## src/rtl/display_pkg.sv

```systemverilog
// Shared constants and helpers for the output display stage.
// Segment codes are active-high, bit0=a .. bit6=g.
package display_pkg;

  localparam logic [6:0] SEG_BLANK = 7'h00;
  localparam logic [6:0] SEG_MINUS = 7'h40;

  localparam logic [6:0] SEG_DIGIT [10] = '{
    7'h3F, 7'h06, 7'h5B, 7'h4F, 7'h66,
    7'h6D, 7'h7D, 7'h07, 7'h7F, 7'h6F
  };

  typedef enum logic {
    IDLE = 1'b0,
    CONV = 1'b1
  } state_e;

  // One BCD nibble per non-sign digit
  function automatic int bcd_w(input int digits);
    return (digits - 1) * 4;
  endfunction

  function automatic logic [6:0] seg_of(input logic [3:0] d);
    return (d <= 4'd9) ? SEG_DIGIT[d] : SEG_BLANK;
  endfunction

endpackage

```

## src/rtl/output_display_if.sv

```systemverilog
// Bus between the output register and the display stage.
// master drives value/strobe, slave drives the display pins.
interface output_display_if #(
  parameter int N      = 8,
  parameter int DIGITS = 4
) ();

  logic [N-1:0]      val;
  logic              upd;
  logic              sgn;
  logic [6:0]        seg;
  logic [DIGITS-1:0] dig_;
  logic              busy;

  modport master (
    output val, upd, sgn,
    input  seg, dig_, busy
  );

  modport slave (
    input  val, upd, sgn,
    output seg, dig_, busy
  );

endinterface

```

## src/rtl/output_display_bin2bcd_seq.sv

```systemverilog
// Sequential double-dabble: one add-3/shift step per clock.
// bcd and done are combinational on the final step edge.
module bin2bcd_seq
  import display_pkg::*;
#(
  parameter int N  = 8,
  parameter int BW = 12
) (
  input  logic          clk,
  input  logic          clr,
  input  logic          start,
  input  logic [N-1:0]  mag,
  output logic [BW-1:0] bcd,
  output logic          done,
  output logic          busy
);

  localparam int CW = (N > 1) ? $clog2(N) : 1;

  state_e         st;
  logic [BW-1:0]  acc;
  logic [BW-1:0]  adj;
  logic [N-1:0]   sh;
  logic [CW-1:0]  cnt;
  logic [BW+N-1:0] nxt;
  logic           last;

  always_comb begin
    adj = acc;
    for (int i = 0; i < BW / 4; i++) begin
      if (acc[4*i +: 4] >= 4'd5)
        adj[4*i +: 4] = acc[4*i +: 4] + 4'd3;
    end
  end

  assign nxt  = {adj, sh} << 1;
  assign last = (st == CONV) && (cnt == CW'(N - 1));

  assign bcd  = nxt[BW+N-1:N];
  assign done = last;
  assign busy = (st == CONV);

  always_ff @(posedge clk or posedge clr) begin
    if (clr) begin
      st  <= IDLE;
      acc <= '0;
      sh  <= '0;
      cnt <= '0;
    end else if (start) begin
      st  <= CONV;
      acc <= '0;
      sh  <= mag;
      cnt <= '0;
    end else if (st == CONV) begin
      acc <= nxt[BW+N-1:N];
      sh  <= nxt[N-1:0];
      cnt <= cnt + 1'b1;
      if (last)
        st <= IDLE;
    end
  end

endmodule

```

## src/rtl/output_display.sv

```systemverilog
// Display stage: signed magnitude, pending update, BCD convert,
// and a multiplexed 7-segment scan with leading-zero blanking.
module output_display
  import display_pkg::*;
#(
  parameter int N        = 8,
  parameter int DIGITS   = 4,
  parameter int SCAN_DIV = 16
) (
  input  logic clk,
  input  logic clr,
  output_display_if.slave bus
);

  localparam int BW = bcd_w(DIGITS);
  localparam int IW = (DIGITS > 1) ? $clog2(DIGITS) : 1;
  localparam int PW = (SCAN_DIV > 1) ? $clog2(SCAN_DIV) : 1;

  logic          pend;
  logic          pend_sgn;
  logic [N-1:0]  pend_val;
  logic          conv_neg;
  logic          shown_neg;
  logic [BW-1:0] shown_bcd;

  logic          start;
  logic          done;
  logic          busy;
  logic          use_pend;
  logic          st_sgn;
  logic          neg_n;
  logic [N-1:0]  st_val;
  logic [N-1:0]  mag;
  logic [BW-1:0] bcd;

  // A queued update takes the completion edge over a fresh strobe
  assign use_pend = done & pend;
  assign start    = use_pend | (bus.upd & (~busy | done));
  assign st_val   = use_pend ? pend_val : bus.val;
  assign st_sgn   = use_pend ? pend_sgn : bus.sgn;
  assign neg_n    = st_sgn & st_val[N-1];
  assign mag      = neg_n ? -st_val : st_val;

  bin2bcd_seq #(
    .N  (N),
    .BW (BW)
  ) u_conv (
    .clk   (clk),
    .clr   (clr),
    .start (start),
    .mag   (mag),
    .bcd   (bcd),
    .done  (done),
    .busy  (busy)
  );

  assign bus.busy = busy;

  always_ff @(posedge clk or posedge clr) begin
    if (clr) begin
      pend     <= 1'b0;
      pend_sgn <= 1'b0;
      pend_val <= '0;
    end else if (use_pend) begin
      pend <= bus.upd;
      if (bus.upd) begin
        pend_val <= bus.val;
        pend_sgn <= bus.sgn;
      end
    end else if (busy && bus.upd && !done) begin
      pend     <= 1'b1;
      pend_val <= bus.val;
      pend_sgn <= bus.sgn;
    end
  end

  always_ff @(posedge clk or posedge clr) begin
    if (clr) begin
      conv_neg  <= 1'b0;
      shown_neg <= 1'b0;
      shown_bcd <= '0;
    end else begin
      if (done) begin
        shown_bcd <= bcd;
        shown_neg <= conv_neg;
      end
      if (start)
        conv_neg <= neg_n;
    end
  end

  logic [PW-1:0]     pre;
  logic [IW-1:0]     idx;
  logic [IW-1:0]     idx_n;
  logic              wrap;
  logic [DIGITS-2:0] nz;
  logic              run;
  logic [6:0]        seg_n;
  logic [6:0]        seg_r;
  logic [DIGITS-1:0] dig_r;

  assign wrap  = (pre == PW'(SCAN_DIV - 1));
  assign idx_n = !wrap ? idx :
                 (idx == IW'(DIGITS - 1)) ? '0 : idx + 1'b1;

  // nz[i]: digit i or any higher magnitude digit is non-zero
  always_comb begin
    nz  = '0;
    run = 1'b0;
    for (int i = DIGITS - 2; i >= 0; i--) begin
      run   = run | (shown_bcd[4*i +: 4] != 4'd0);
      nz[i] = run;
    end
  end

  always_comb begin
    seg_n = SEG_BLANK;
    for (int i = 0; i < DIGITS - 1; i++) begin
      if (idx_n == IW'(i))
        seg_n = (i == 0 || nz[i]) ?
                seg_of(shown_bcd[4*i +: 4]) : SEG_BLANK;
    end
    if (idx_n == IW'(DIGITS - 1))
      seg_n = shown_neg ? SEG_MINUS : SEG_BLANK;
  end

  always_ff @(posedge clk or posedge clr) begin
    if (clr) begin
      pre   <= '0;
      idx   <= '0;
      seg_r <= SEG_DIGIT[0];
      dig_r <= ~DIGITS'(1);
    end else begin
      pre   <= wrap ? '0 : pre + 1'b1;
      idx   <= idx_n;
      seg_r <= seg_n;
      dig_r <= ~(DIGITS'(1) << idx_n);
    end
  end

  assign bus.seg  = seg_r;
  assign bus.dig_ = dig_r;

endmodule

```

## src/flat_wrapper.sv

```systemverilog
// flat-port wrapper written by rule: the top's interface ports become plain ports
module output_display_flat import display_pkg::*;
#(
  parameter int N        = 8,
  parameter int DIGITS   = 4,
  parameter int SCAN_DIV = 16
)
  (clk, clr, bus_val, bus_upd, bus_sgn, bus_seg, bus_dig_, bus_busy);
  output_display_if #(.N(N), .DIGITS(DIGITS)) bus_i ();
  input  logic clk;
  input  logic clr;
  input wire logic [$bits(bus_i.val)-1:0] bus_val;
  input wire logic [$bits(bus_i.upd)-1:0] bus_upd;
  input wire logic [$bits(bus_i.sgn)-1:0] bus_sgn;
  output wire logic [$bits(bus_i.seg)-1:0] bus_seg;
  output wire logic [$bits(bus_i.dig_)-1:0] bus_dig_;
  output wire logic [$bits(bus_i.busy)-1:0] bus_busy;
  assign bus_i.val = bus_val;
  assign bus_i.upd = bus_upd;
  assign bus_i.sgn = bus_sgn;
  assign bus_seg = bus_i.seg;
  assign bus_dig_ = bus_i.dig_;
  assign bus_busy = bus_i.busy;
  output_display #(.N(N), .DIGITS(DIGITS), .SCAN_DIV(SCAN_DIV)) u_core (.clk(clk), .clr(clr), .bus(bus_i));
endmodule
```

## config.mk

```make
export PLATFORM = sky130hd
export DESIGN_NAME = output_display_flat
export DESIGN_NICKNAME = d
export VERILOG_FILES = /design/src/rtl/display_pkg.sv /design/src/rtl/output_display_if.sv /design/src/rtl/output_display_bin2bcd_seq.sv /design/src/rtl/output_display.sv /design/src/flat_wrapper.sv
export SDC_FILE = /design/constraint.sdc
export NUM_CORES = 1
export LEC_CHECK = 0
export BUFFER_PORTS_ARGS = -buffer_cell sky130_fd_sc_hd__buf_2
export CELL_PAD_IN_SITES_DETAIL_PLACEMENT = 1
export CELL_PAD_IN_SITES_GLOBAL_PLACEMENT = 2
export CORE_UTILIZATION = 40
export CTS_BUF_LIST = sky130_fd_sc_hd__clkbuf_16
export CTS_CLUSTER_SIZE = 24
export DETAILED_ROUTE_END_ITERATION = 10
export GPL_TIMING_DRIVEN = 0
export PLACE_DENSITY = 0.84
export SLEW_MARGIN = 20
export SYNTH_ARGS = -nofsm -noshare
export SYNTH_HDL_FRONTEND = slang
export SYNTH_SLANG_ARGS = --single-unit
```

## constraint.sdc

```tcl
create_clock -name clk -period 2.7 [get_ports clk]
set_clock_uncertainty 0.15 [all_clocks]
set_input_delay 0.135 -clock clk [delete_from_list [all_inputs] [get_ports clk]]
set_output_delay 0.135 -clock clk [all_outputs]
set_load 0.01 [all_outputs]
```

==> flow_summary.yaml <==
power_and_ir_drop:
  power_density_nw_per_um2: 986
  p_total_mw: 4.46
  vdd_drop_max_mv: 0.359
  p_leak_nw: 2.08
timing:
  fin_ws_ns: 0.281
  holdWs_ns: 0.154
  grt_setup_unrepaired: "false"
  tns_ns: 0
  period_needed_ns: 2.42
  relSlewSlack: 0.571
  worst_pin_slew_ns: 0.642
  final_max_slew_viol_count: 0
  fmaxAchievable_mhz: 413
  post-route-period-util: 0.896
  hold_viol: 0
  setup_viol: 0
cells_and_area:
  final_cell_mix: "56 x dfrtp_1, 31 x mux2i_1, 28 x buf_2, 28 x nor2_1, 28 x ha_1"
  seqCellArea_um2: 1640
  area_growth_pct: 17.7
  diodes: 0
  drive_gt1_frac: 0.181
  fillers: 1084
  fin_nets: 466
  final_common_cell: "dfrtp_1"
  design_area_um2: 4520
  multiInputGateArea_um2: 2040
  final_cells: 560
  finish.utilization: 0.487
floorplanning:
  io_pins: 24
  die_x_um: 99.9
  row_count: 35
  die-area_um2: 9990
  core_area_um2: 9280
  start_util: 0.413
  die_h_um: 99.9
synth:
  netlist_instances: 380
  synth-xor-area-share: 0.0274
  synth-seq-cells: 65
  synth_compound_area_frac: 0.163
  yosys.area_share.adder: 0.0913
  synth_simple_gate_area_share: 0.109
  netlist_area_um2: 3840
  synth_nets: 420
  yosysSeqAreaShare: 0.427
  synth_top_family_by_area: "compound AO/OA/AOI/OAI gates"
  synth_cell_types: 47
  synth_edf_count: 0
  synthArstFlopShare: 1.00
  synth_mux_area_frac: 0.141
  yosys_most_used_dff: "dfrtp_1"
  synth_area_per_cell_um2: 10.1
  ys_warn_count: 0
placed_design:
  dp.cells: 533
  gp_congestion: 0.869
  dp_slack_ns: 0.317
  dp_hpwl_mm: 6.47
  placement.cell_area_um2: 4140
  portBuffers: 23
grt:
  grt_max_degree: 51
  track_usage: 0.203
  gr-total-overflow: 0
  grt_first_pass_wirelength_mm: 15.7
  grt_antenna_before_repair: 0
  first_global_vias: 3227
worst_setup_path:
  worst_path_largest_cell_delay_ns: 0.39
  cp.buffers_inverters: 2
  r2r_slack_ns: 0.28
  critical_path_required_ns: 2.72
  critPathLaunchType: "flip-flop"
  worst-endpoint-arrival_ns: 2.44
  path_cells: "ha_1 -> ha_1 -> nand3_1 -> buf_2 -> buf_2 -> mux2i_1 -> xor2_1 -> a21oi_1"
  endpoint_kind: "flip-flop"
  critical_path.max_fanout: 10
  cp_top_family: "buffers and inverters"
  cp_slowest_cell: "dfrtp_1"
  critPathKind: "flip-flop to flip-flop"
clock_network:
  cts_resized: 0
  cts_sinks: 65
  root_buffer: "clkbuf_16"
  cts_tree: "built"
  cts_inserted_buffers: 9
  insertion_delay_ns: 0.33
  cts-htree-levels: 3
  clockBufferDepth: 2
  clkSlewWorstSetupHoldPaths_ns: 0.06
status:
  outcome: "finished clean"
detailed_routing:
  drtIter0Drc: 105
  firstDrtPassIters: 5
  drt-wirelength-per-cell_um: 16.0
  wl_mm: 8.94
  ant_nets: 0
  avgViaCountPerCell: 5.27
  routed-via-count: 2952
  drc_errors: 0
flow_run:
  maxCapViolCount: 0
worst_hold_path:
  min_path_type: "primary input to asynchronous set/reset pin"
Yosys cell counts, drive strengths merged, types with 3 or more instances:
library cell / number / area (um2)
xor2: 5 / 43.8
a22oi: 7 / 57.6
xnor2: 7 / 61.3
o211ai: 6 / 50.1
mux2: 19 / 218
nor3b: 6 / 45.0
a211oi: 7 / 52.6
nand2b: 8 / 50.1
mux2i: 32 / 324
clkbuf: 10 / 37.5
o21a: 3 / 22.5
o21ai: 29 / 145
a221oi: 3 / 26.3
inv: 22 / 82.6
buf: 8 / 36.3
nand3: 10 / 55.1
nor2b: 3 / 18.8
nor2: 28 / 105
dfrtp: 56 / 1400
ha: 28 / 350
dfstp: 9 / 236
nor3: 3 / 15.0
a21oi: 22 / 110
nand2: 27 / 101
a21o: 3 / 22.5
layout make-up:
type	count	share of cell area
buffer	18	0.0163
clock buffer	9	0.0498
clock inverter	7	0.00858
inverter	22	0.0188
multi-input combinational	275	0.452
sequential	65	0.363
tap	129	0.0357
timing repair buffer	35	0.0559
registers in the layout, summed over array words and instances, names as in the netlist:
| signal | flops |
|---|---|
| u_core.pend | 1 |
| u_core.conv_neg | 1 |
| u_core.shown_neg | 1 |
| u_core.bus.seg | 7 |
| u_core.u_conv.cnt | 3 |
| u_core.u_conv.busy | 1 |
| u_core.bus.dig_ | 4 |
| u_core.u_conv.acc | 12 |
| u_core.pend_sgn | 1 |
| u_core.idx | 2 |
| u_core.pend_val | 8 |
| u_core.shown_bcd | 12 |
| u_core.pre | 4 |
| u_core.u_conv.sh | 8 |
what timing repair did:
action                                 4_1_cts  5_1_grt
setup buffers                                0        0
endpoints found under the hold margin       66        0
hold buffers                                11        0
final timing paths:
path / depth (start not counted) / start / end
setup / recovery: 8 / u_core.u_conv.cnt[0] / u_core.u_conv.sh[5]
hold / removal: 3 / clr / u_core.pre[0]
setup reg to reg: 8 / u_core.u_conv.cnt[0] / u_core.u_conv.sh[5]
hold reg to reg: 1 / u_core.pre[0] / u_core.pre[0]
max in group asynchronous: 4 / clr / u_core.bus.seg[2]
min in group clk: 1 / u_core.pre[0] / u_core.pre[0]
layer usage:
layer,track usage,wire length (um),vias up,share of wire
li1,-,-,1456,-
met1,0.245,4110,1437,0.46
met2,0.351,4400,41,0.49
met3,0.0481,216,18,0.024
met4,0.0781,208,0,0.023
met5,0,0,-,0
where the power goes:
group | switching (mW) | total (mW) | internal (mW)
combinational | 1.09 | 1.90 | 0.806
clock | 0.424 | 1.03 | 0.610
sequential | 0.254 | 1.52 | 1.27
total | 1.77 | 4.46 | 2.69
cells by family (layout without fill, tap and decap cells):
logic type	after synthesis	after routing
multiplexers	51	51
flip-flops	65	65
buffers and inverters	40	91
AND/OR/NAND/NOR	89	89
XOR/XNOR	12	12
adder cells (fa/ha/maj)	28	28
AO/OA/AOI/OAI	95	95
worst reg2reg max path, cell delays in order, from the launching register on:
cell,delay (ns)
dfrtp_1,0.39
ha_1,0.23
ha_1,0.24
nand3_1,0.12
buf_2,0.26
buf_2,0.33
mux2i_1,0.25
xor2_1,0.20
a21oi_1,0.10
(Power assumes the default switching activity.)
